<file path="src/rtl/multiplicador_verificador_7bits.sv">
// -----------------------------------------------------------------------------
// multiplicador_verificador_7bits
//
// Sequential shift-add multiplier that rebuilds a dividend from the result of a
// restoring division: P = Q*B + R. The rebuilt value is compared against a
// reference dividend, which lets a design or bench check its divider on the fly.
// One multiplier bit is consumed per clock, so the latency is a fixed WIDTH
// cycles from the accepting edge to done.
//
// Ports
//   clk    in   1          system clock, rising edge
//   rst    in   1          synchronous, active-high reset
//   start  in   1          request; only looked at in IDLE or DONE
//   Q_in   in   WIDTH      quotient (multiplier)
//   B_in   in   WIDTH      divisor (multiplicand)
//   R_in   in   WIDTH      remainder (addend, preloaded into the accumulator)
//   A_ref  in   WIDTH      expected dividend for the compare
//   P      out  2*WIDTH    registered result Q*B+R
//   done   out  1          result valid; held until the next accepted start
//   match  out  1          P equals zero-extended A_ref; valid while done=1
//   busy   out  1          high while the multiplication runs
// -----------------------------------------------------------------------------
module multiplicador_verificador_7bits #(
  parameter int WIDTH = 7
) (
  input  logic               clk,
  input  logic               rst,
  input  logic               start,
  input  logic [WIDTH-1:0]   Q_in,
  input  logic [WIDTH-1:0]   B_in,
  input  logic [WIDTH-1:0]   R_in,
  input  logic [WIDTH-1:0]   A_ref,
  output logic [2*WIDTH-1:0] P,
  output logic               done,
  output logic               match,
  output logic               busy
);

  localparam int PW = 2 * WIDTH;
  localparam int CW = (WIDTH > 1) ? $clog2(WIDTH) : 1;
  localparam logic [CW-1:0] LAST_CNT = CW'(WIDTH - 1);

  typedef enum logic [1:0] {
    IDLE = 2'd0,
    RUN  = 2'd1,
    DONE = 2'd2
  } state_t;

  state_t            state;
  logic [WIDTH-1:0]  q_sh;      // multiplier, consumed LSB first
  logic [PW-1:0]     b_sh;      // multiplicand, shifted up one place per step
  logic [PW-1:0]     acc;       // running sum, starts at R
  logic [WIDTH-1:0]  a_ref_q;   // reference dividend captured at accept
  logic [CW-1:0]     cnt;

  logic [PW-1:0]     acc_next;
  logic              accept;

  // Accumulator value after the current step; used both to advance acc and,
  // on the last step, to load P and evaluate match in the same edge.
  // NOTE: every signal driven here gets a value before any condition, so no
  // path leaves it unassigned and no latch is inferred.
  always_comb begin
    acc_next = acc;
    if (q_sh[0]) begin
      acc_next = acc + b_sh;
    end
  end

  assign accept = start && (state == IDLE || state == DONE);

  // NOTE: all state below is updated with non-blocking assignments so every
  // register samples the pre-edge values of the others.
  always_ff @(posedge clk) begin
    if (rst) begin
      state   <= IDLE;
      q_sh    <= '0;
      b_sh    <= '0;
      acc     <= '0;
      a_ref_q <= '0;
      cnt     <= '0;
      P       <= '0;
      done    <= 1'b0;
      match   <= 1'b0;
      busy    <= 1'b0;
    end else if (accept) begin
      q_sh    <= Q_in;
      b_sh    <= {{WIDTH{1'b0}}, B_in};
      acc     <= {{WIDTH{1'b0}}, R_in};
      a_ref_q <= A_ref;
      cnt     <= '0;
      done    <= 1'b0;
      match   <= 1'b0;
      busy    <= 1'b1;
      state   <= RUN;
    end else if (state == RUN) begin
      acc  <= acc_next;
      q_sh <= q_sh >> 1;
      b_sh <= b_sh << 1;
      cnt  <= cnt + 1'b1;
      if (cnt == LAST_CNT) begin
        // The last step's sum goes straight to P rather than waiting a cycle.
        P     <= acc_next;
        match <= (acc_next == {{WIDTH{1'b0}}, a_ref_q});
        done  <= 1'b1;
        busy  <= 1'b0;
        state <= DONE;
      end
    end
  end

endmodule

</file>
<file path="config.mk">
export PLATFORM = sky130hd
export DESIGN_NAME = multiplicador_verificador_7bits
export DESIGN_NICKNAME = d
export VERILOG_FILES = /design/src/rtl/multiplicador_verificador_7bits.sv
export SDC_FILE = /design/constraint.sdc
export NUM_CORES = 1
export LEC_CHECK = 0
export BUFFER_PORTS_ARGS = -buffer_cell sky130_fd_sc_hd__buf_2
export CAP_MARGIN = 40
export CORE_ASPECT_RATIO = 0.5
export CORE_MARGIN = 2
export CORE_UTILIZATION = 31
export CTS_BUF_LIST = sky130_fd_sc_hd__clkbuf_16
export DETAILED_ROUTE_END_ITERATION = 7
export GPL_ROUTABILITY_DRIVEN = 1
export PLACE_DENSITY = 0.59
export SYNTH_ARGS = -nofsm -noshare
export SYNTH_HDL_FRONTEND = slang
export SYNTH_SLANG_ARGS = --single-unit
</file>
<file path="constraint.sdc">
create_clock -name clk -period 2.7 [get_ports clk]
set_input_delay 0.135 -clock clk [delete_from_list [all_inputs] [get_ports clk]]
set_output_delay 0.135 -clock clk [all_outputs]
set_load 0.02 [all_outputs]
</file>
==> summary.md, run 1 <==
Status
- run status: completed

Power
- largest voltage drop on the vdd net: 0.2665 mV
- power density over the cells: 597.3 nW/um^2
- Internal: 1907 uW
- overall power consumption: 2555 uW
- leakage power of the design: 0.001756 uW
- clock network power share: 46.8%
- switching part of the total: 25.36%
- share of total power in combinational logic: 14.7%
- sequential cell fraction of total power: 38.5%
- net switching power figure: 648.0 uW

Die
- die outline height: 78.44 um
- core outline area: 10,910 um^2
- IO Count: 48
- die width: 152.9 um
- Total Die Area: 11,990 um^2
- starting density of the core: 31.49%
- num rows: 27

CTS
- number of buffers inserted for hold repair after clock tree synthesis: 0
- clock transition time at the flip-flop clock pins of the worst setup and hold paths: 0.05 ns
- cell chosen for the clock root: sky130_fd_sc_hd__clkbuf_16
- clock tree from TritonCTS: yes
- number of clock buffers inserted by TritonCTS: 9
- clock tree sinks: 62
- later-pin clock latency in the skew report: 0.33 ns
- CTS H-tree lvls: 3
- number of buffers on the longest clock path: 2

STA
- Final Hold Fails: 0
- final worst setup slack: 0.1690 ns
- peak clock frequency supported by timing: 395.1 MHz
- time the final worst path needs with I/O delays and setup: 2.531 ns
- crit share post-route: 93.74%
- Worst Max-Slew Pin Slew: 0.6139 ns
- Final setup violation count: 0
- Pins Over Slew Limit: 0
- total negative setup slack: 0 ns
- skew final: 0.005193 ns
- setup repair after global routing missed its margin: no
- headroom to the max-slew limit: 59.08%

Synth
- per-instance average area after synthesis: 8.259 um^2
- Syn Std Cell Area: 3436 um^2
- Post-synth EDFFs: 0
- share of async-settable or async-resettable flops after synthesis: 0%
- Post-Syn Instances: 416
- Unique masters post-synth: 66
- fraction of the yosys area taken by sequential cells: 36.13%
- Seq cells post-synth: 62
- number of nets in the synthesized netlist: 463
- total of warnings raised by yosys: 0
- flip-flop cell with the highest count after synthesis: sky130_fd_sc_hd__dfxtp_1

GRT
- global-route congestion overflow total: 0
- initial antenna violation count: 0
- wire length of the first global-routing pass: 15.36 mm
- GRT Total Usage: 16.14%
- vias in the first global route: 3,045
- pin count of the biggest net entering global routing: 44

Flow run
- Max-Cap Viols: 0

Detailed routing
- remaining design rule violation count: 0
- routed vias/inst: 5.074
- Final Routed Wirelength: 9.279 mm
- first-pass iteration count of the detailed router: 4
- wire length per cell: 14.89 um
- DR iter-0 viols: 144
- number of nets still failing antenna checks after routing: 0
- vias post-DR: 3,161

Worst setup path
- Worst Path Arrival: 2.79 ns
- critical path required time: 2.96 ns
- startpoint-to-endpoint class of the critical path: reg2reg
- flop-to-flop setup slack: 0.17 ns
- kind of start point of the critical path: flip-flop
- maximum fanout encountered on the critical timing path: 4
- crit path capture type: flip-flop

Cells and area
- number of inserted filler cells in the final layout: 1,105
- area growth from synthesis to final layout: 24.51%
- number of antenna repair diodes: 0
- nets@finish: 520
- share of post-route cells with drive strength above 1: 23.43%
- most common cell after layout, fill and taps aside: sky130_fd_sc_hd__dfxtp_1
- commonest cells after routing, fill and taps aside: sky130_fd_sc_hd__dfxtp_1, sky130_fd_sc_hd__nand2_1, sky130_fd_sc_hd__buf_2, sky130_fd_sc_hd__nor2_1, sky130_fd_sc_hd__a21oi_1

Place
- sum of net half-perimeters after detailed placement: 6.710 mm
- global placement routability congestion: 0.8580
- post-place setup slack: -0.005791 ns
- Port Buf Inserts: 47

Worst hold path
- worst hold-check path type: in2reg

metrics by stage:
step	hold slack, ns	utilization, %	cell area [um^2]	std cells
floorplan	0.2710	-	3436	416
global placement	0.3856	35.96	3924	605
detailed placement	0.3866	35.96	3924	605
CTS	0.03307	38.89	4244	621
global route	0.05693	39.20	4278	623
finish	0.04281	39.20	4278	623
cells by family after synthesis:
family,share of synthesized area (%)
xor+xnor,3.059
compound gates,26.99
flops,36.13
buf+inv,5.061
fa+ha+maj,6.045
mux,2.404
simple gates,20.32
synthesized netlist by cell type, types with 3 or more instances:
cell type	n	area share, %
sky130_fd_sc_hd__ha_1	15	5.5
sky130_fd_sc_hd__o21ai_1	3	0.44
sky130_fd_sc_hd__a21o_1	5	1.1
sky130_fd_sc_hd__nor4b_1	3	0.76
sky130_fd_sc_hd__a21oi_1	42	6.1
sky130_fd_sc_hd__o211ai_1	3	0.66
sky130_fd_sc_hd__nand3b_1	4	0.87
sky130_fd_sc_hd__clkbuf_1	20	2.2
sky130_fd_sc_hd__o21a_1	4	0.87
sky130_fd_sc_hd__nand2b_1	6	1.1
sky130_fd_sc_hd__a211oi_1	21	4.6
sky130_fd_sc_hd__xnor2_1	10	2.5
sky130_fd_sc_hd__mux2i_1	6	1.7
sky130_fd_sc_hd__nand4_1	4	0.73
sky130_fd_sc_hd__nor3_1	9	1.3
sky130_fd_sc_hd__dfxtp_1	62	36
sky130_fd_sc_hd__o21ai_0	9	1.3
sky130_fd_sc_hd__nor2b_1	4	0.73
sky130_fd_sc_hd__nor2_1	42	4.6
sky130_fd_sc_hd__buf_1	6	0.66
sky130_fd_sc_hd__inv_1	4	0.44
sky130_fd_sc_hd__nand2_1	56	6.1
sky130_fd_sc_hd__a22oi_1	18	3.9
area by class of cell:
cell class	instances	area (um^2)	share of cell area [%]
clock buffer	9	225.2	5.265
tap	145	181.4	4.241
clock inverter	7	81.33	1.901
timing repair buffer	79	475.5	11.11
multi-input combinational	317	2058	48.11
sequential	62	1241	29.01
inverter	4	15.01	0.3510
worst max-delay path: stages (launching register included):
cell and delay (ns):
sky130_fd_sc_hd__dfxtp_1 0.32, sky130_fd_sc_hd__ha_1 0.22, sky130_fd_sc_hd__fa_2 0.42, sky130_fd_sc_hd__a211o_1 0.32, sky130_fd_sc_hd__a211oi_2 0.27, sky130_fd_sc_hd__o21bai_2 0.12
sky130_fd_sc_hd__a21oi_1 0.16, sky130_fd_sc_hd__o211ai_1 0.12, sky130_fd_sc_hd__or2_2 0.29, sky130_fd_sc_hd__o31ai_2 0.22
power groups by stage:
stage               sequential [uW]  clock, uW  combinational [uW]
global route                    989       1260                 418
detailed placement             1000          0                 365
floorplan                       993          0                 248
CTS                             984       1220                 370
global placement               1000          0                 363
finish                          984       1200                 375
repair_timing:
item,4_1_cts,5_1_grt
setup buffers,0,2
pin swaps,0,4
setup endpoints to repair,3,3
hold endpoints to repair,0,0
resized for setup,3,4
cloned,0,0
registers in the layout, summed over array words and instances, names as in the netlist:
name / flops
P: 14
acc: 14
b_sh: 14
a_ref_q: 7
q_sh: 7
cnt: 3
state: 2
match: 1
worst paths after layout:
check                  startpoint                 endpoint  cells after the start
max           acc[0]$_SDFFE_PP0P_       match$_SDFFE_PP0P_                      9
min                      A_ref[6]  a_ref_q[6]$_SDFFE_PP0P_                      3
max reg2reg   acc[0]$_SDFFE_PP0P_       match$_SDFFE_PP0P_                      9
min reg2reg  q_sh[1]$_SDFFE_PP0P_     q_sh[1]$_SDFFE_PP0P_                      2
layer usage:
metal	global-route usage, %	routed length, um	vias up
li1	-	-	1624
met1	21.24	4568	1479
met2	25.61	4244	45
met3	4.362	326	13
met4	5.741	139	0
met5	0	0	-
Power figures use the tool's default switching activity.
==> run 2, diff against run 1 <==
Settings changed: CORE_ASPECT_RATIO 0.5 to 1.4.
==> summary.md, run 2 (synthesis results as in run 1) <==
Status
- run status: completed

CTS
- cell chosen for the clock root: sky130_fd_sc_hd__clkbuf_16
- number of clock buffers inserted by TritonCTS: 9, unchanged
- number of buffers on the longest clock path: 2, unchanged
- later-pin clock latency in the skew report: 0.34 ns, about the same
- CTS H-tree lvls: 3, unchanged
- number of buffers inserted for hold repair after clock tree synthesis: 0, unchanged
- clock transition time at the flip-flop clock pins of the worst setup and hold paths: 0.05 ns, about the same
- clock tree sinks: 62, unchanged
- clock tree from TritonCTS: yes

Cells and area
- combined area of the multi-input logic cells: 2077 um^2, +0.91%
- most common cell after layout, fill and taps aside: sky130_fd_sc_hd__dfxtp_1
- flip-flop and latch area: 1241 um^2, unchanged
- Post-Route Utilization: 38.60%, -0.60 points
- number of antenna repair diodes: 0, unchanged
- Top Registers: P x14, acc x14, b_sh x14
- Final Instance Area: 4173 um^2, -2.5%
- commonest cells after routing, fill and taps aside: sky130_fd_sc_hd__dfxtp_1, sky130_fd_sc_hd__nand2_1, sky130_fd_sc_hd__buf_2, sky130_fd_sc_hd__nor2_1, sky130_fd_sc_hd__a21oi_1
- area growth from synthesis to final layout: 21.45%
- nets@finish: 511, -1.7%
- number of inserted filler cells in the final layout: 1,139, +3.1%
- share of post-route cells with drive strength above 1: 22.22%, -1.2 points

GRT
- vias in the first global route: 3,191, +4.8%
- initial antenna violation count: 0, unchanged
- global-route track usage on met1: 18.18%, -3.1 points
- wire length of the first global-routing pass: 15.50 mm, +0.94%
- routing usage on met2: 29.67%, +4.1 points
- global routing's busiest layer: met2
- pin count of the biggest net entering global routing: 44, unchanged
- GRT Total Usage: 16.39%, +0.25 points
- met3 layer usage reported by global route: 3.337%, -1.0 points
- global-route congestion overflow total: 0, unchanged

Die
- num rows: 45, +67%
- die outline height: 128.6 um, +64%
- starting density of the core: 31.78%, +0.30 points
- die width: 92.98 um, -39%
- IO Count: 48, unchanged
- Total Die Area: 11,950 um^2, -0.33%
- core outline area: 10,810 um^2, -0.93%

STA
- peak clock frequency supported by timing: 391.9 MHz, -0.80%
- crit share post-route: 94.50%, +0.76 points
- total negative setup slack: 0 ns, unchanged
- Worst Max-Slew Pin Slew: 0.8562 ns, +0.2423 ns
- time the final worst path needs with I/O delays and setup: 2.552 ns, +0.02053 ns
- Pins Over Slew Limit: 0, unchanged
- setup repair after global routing missed its margin: no
- Final Hold Fails: 0, unchanged
- final-layout worst hold slack: 0.03564 ns, -0.007166 ns
- skew final: 0.006727 ns, +0.001535 ns
- headroom to the max-slew limit: 42.92%, -16 points
- Final setup violation count: 0, unchanged
- final worst setup slack: 0.1485 ns, -0.02053 ns

Power
- power density over the cells: 568.6 nW/um^2, -4.8%
- leakage power of the design: 0.001677 uW, -4.5%
- largest voltage drop on the vdd net: 0.3963 mV, +49%

Detailed routing
- remaining design rule violation count: 0, unchanged
- wire length per cell: 15.58 um, +4.6%
- vias post-DR: 3,247, +2.7%
- number of nets still failing antenna checks after routing: 0, unchanged
- DR iter-0 viols: 99, -31%
- Final Routed Wirelength: 9.489 mm, +2.3%
- routed vias/inst: 5.332, +5.1%
- first-pass iteration count of the detailed router: 4, unchanged

Worst setup path
- flop-to-flop setup slack: 0.15 ns, -0.02 ns
- worst flop-to-flop path startpoint: b_sh[7]$_SDFFE_PP0P_
- crit path capture type: flip-flop
- kind of start point of the critical path: flip-flop
- source of the critical timing path: b_sh[7]$_SDFFE_PP0P_
- Register-to-Register Path Depth: 8, -1
- terminus of the critical flop-to-flop path: acc[13]$_SDFFE_PP0P_
- maximum fanout encountered on the critical timing path: 8, +4
- termination of the worst setup path: acc[13]$_SDFFE_PP0P_
- Worst Path Arrival: 2.82 ns, +0.03 ns
- critical path required time: 2.97 ns, about the same
- startpoint-to-endpoint class of the critical path: reg2reg

Worst hold path
- worst hold-check path type: in2reg

Place
- post-place setup slack: 0.01314 ns, +0.01893 ns
- global placement routability congestion: 0.8618, +0.44%
- dpl cell area: 3866 um^2, -1.5%
- Port Buf Inserts: 47, unchanged
- sum of net half-perimeters after detailed placement: 6.943 mm, +3.5%

Flow run
- Max-Cap Viols: 0, unchanged

run 2: changes by cell type in the layout (fill, tap and decap cells not counted), sizes merged:
cell    delta
buf        -9
bufinv     -2
clkinv     +3
inv        -2
run 2: timing repair:
item | in CTS | in global routing
pin swaps | 0 | 4
setup buffers | 0 | 0
gates resized for setup | 2 | 8
setup endpoints to repair | 1 | 3
run 2: worst max-delay path, cell delays in order, from the launching register on:
cell	delay, ns
sky130_fd_sc_hd__dfxtp_1	0.32
sky130_fd_sc_hd__ha_1	0.40
sky130_fd_sc_hd__a21o_2	0.28
sky130_fd_sc_hd__o21a_1	0.23
sky130_fd_sc_hd__o2111a_1	0.17
sky130_fd_sc_hd__o31ai_2	0.26
sky130_fd_sc_hd__mux2_2	0.39
sky130_fd_sc_hd__or3_1	0.31
sky130_fd_sc_hd__a21oi_1	0.13
run 2: layout make-up:
class                      instances  area share [%]
inverter                           4          0.3598
clock inverter                     6          0.7196
clock buffer                       9           5.397
tap                              141           4.228
multi-input combinational        317           49.78
sequential                        62           29.75
timing repair buffer              70           9.775
run 2: per-layer routing:
| metal | wire length, um | up-vias |
|---|---|---|
| li1 | - | 1606 |
| met2 | 5018 | 70 |
| met5 | 0 | - |
| met1 | 3903 | 1557 |
| met4 | 240 | 0 |
| met3 | 327 | 14 |
run 2: where the power goes:
| group | total (uW) | switching [uW] | internal (uW) |
|---|---|---|---|
| registers | 989 | 37.5 | 952 |
| logic | 367 | 211 | 156 |
| clock network | 1020 | 414 | 603 |
run 2: worst min-delay path by stage:
stage / slack [ns] / cells past startpoint / from / to
finish: 0.04 / 3 / A_ref[2] / a_ref_q[2]$_SDFFE_PP0P_
global route: 0.04 / 3 / A_ref[2] / a_ref_q[2]$_SDFFE_PP0P_
CTS: 0.03 / 3 / A_ref[2] / a_ref_q[2]$_SDFFE_PP0P_
detailed placement: 0.38 / 3 / A_ref[2] / a_ref_q[2]$_SDFFE_PP0P_
global placement: 0.38 / 3 / A_ref[1] / a_ref_q[1]$_SDFFE_PP0P_
floorplan: 0.27 / 2 / A_ref[0] / a_ref_q[0]$_SDFFE_PP0P_
run 2: per-stage QoR:
step	std cells	power (uW)
floorplan	416	1241
global placement	593	1355
detailed placement	594	1361
CTS	609	2387
global route	609	2468
finish	609	2372
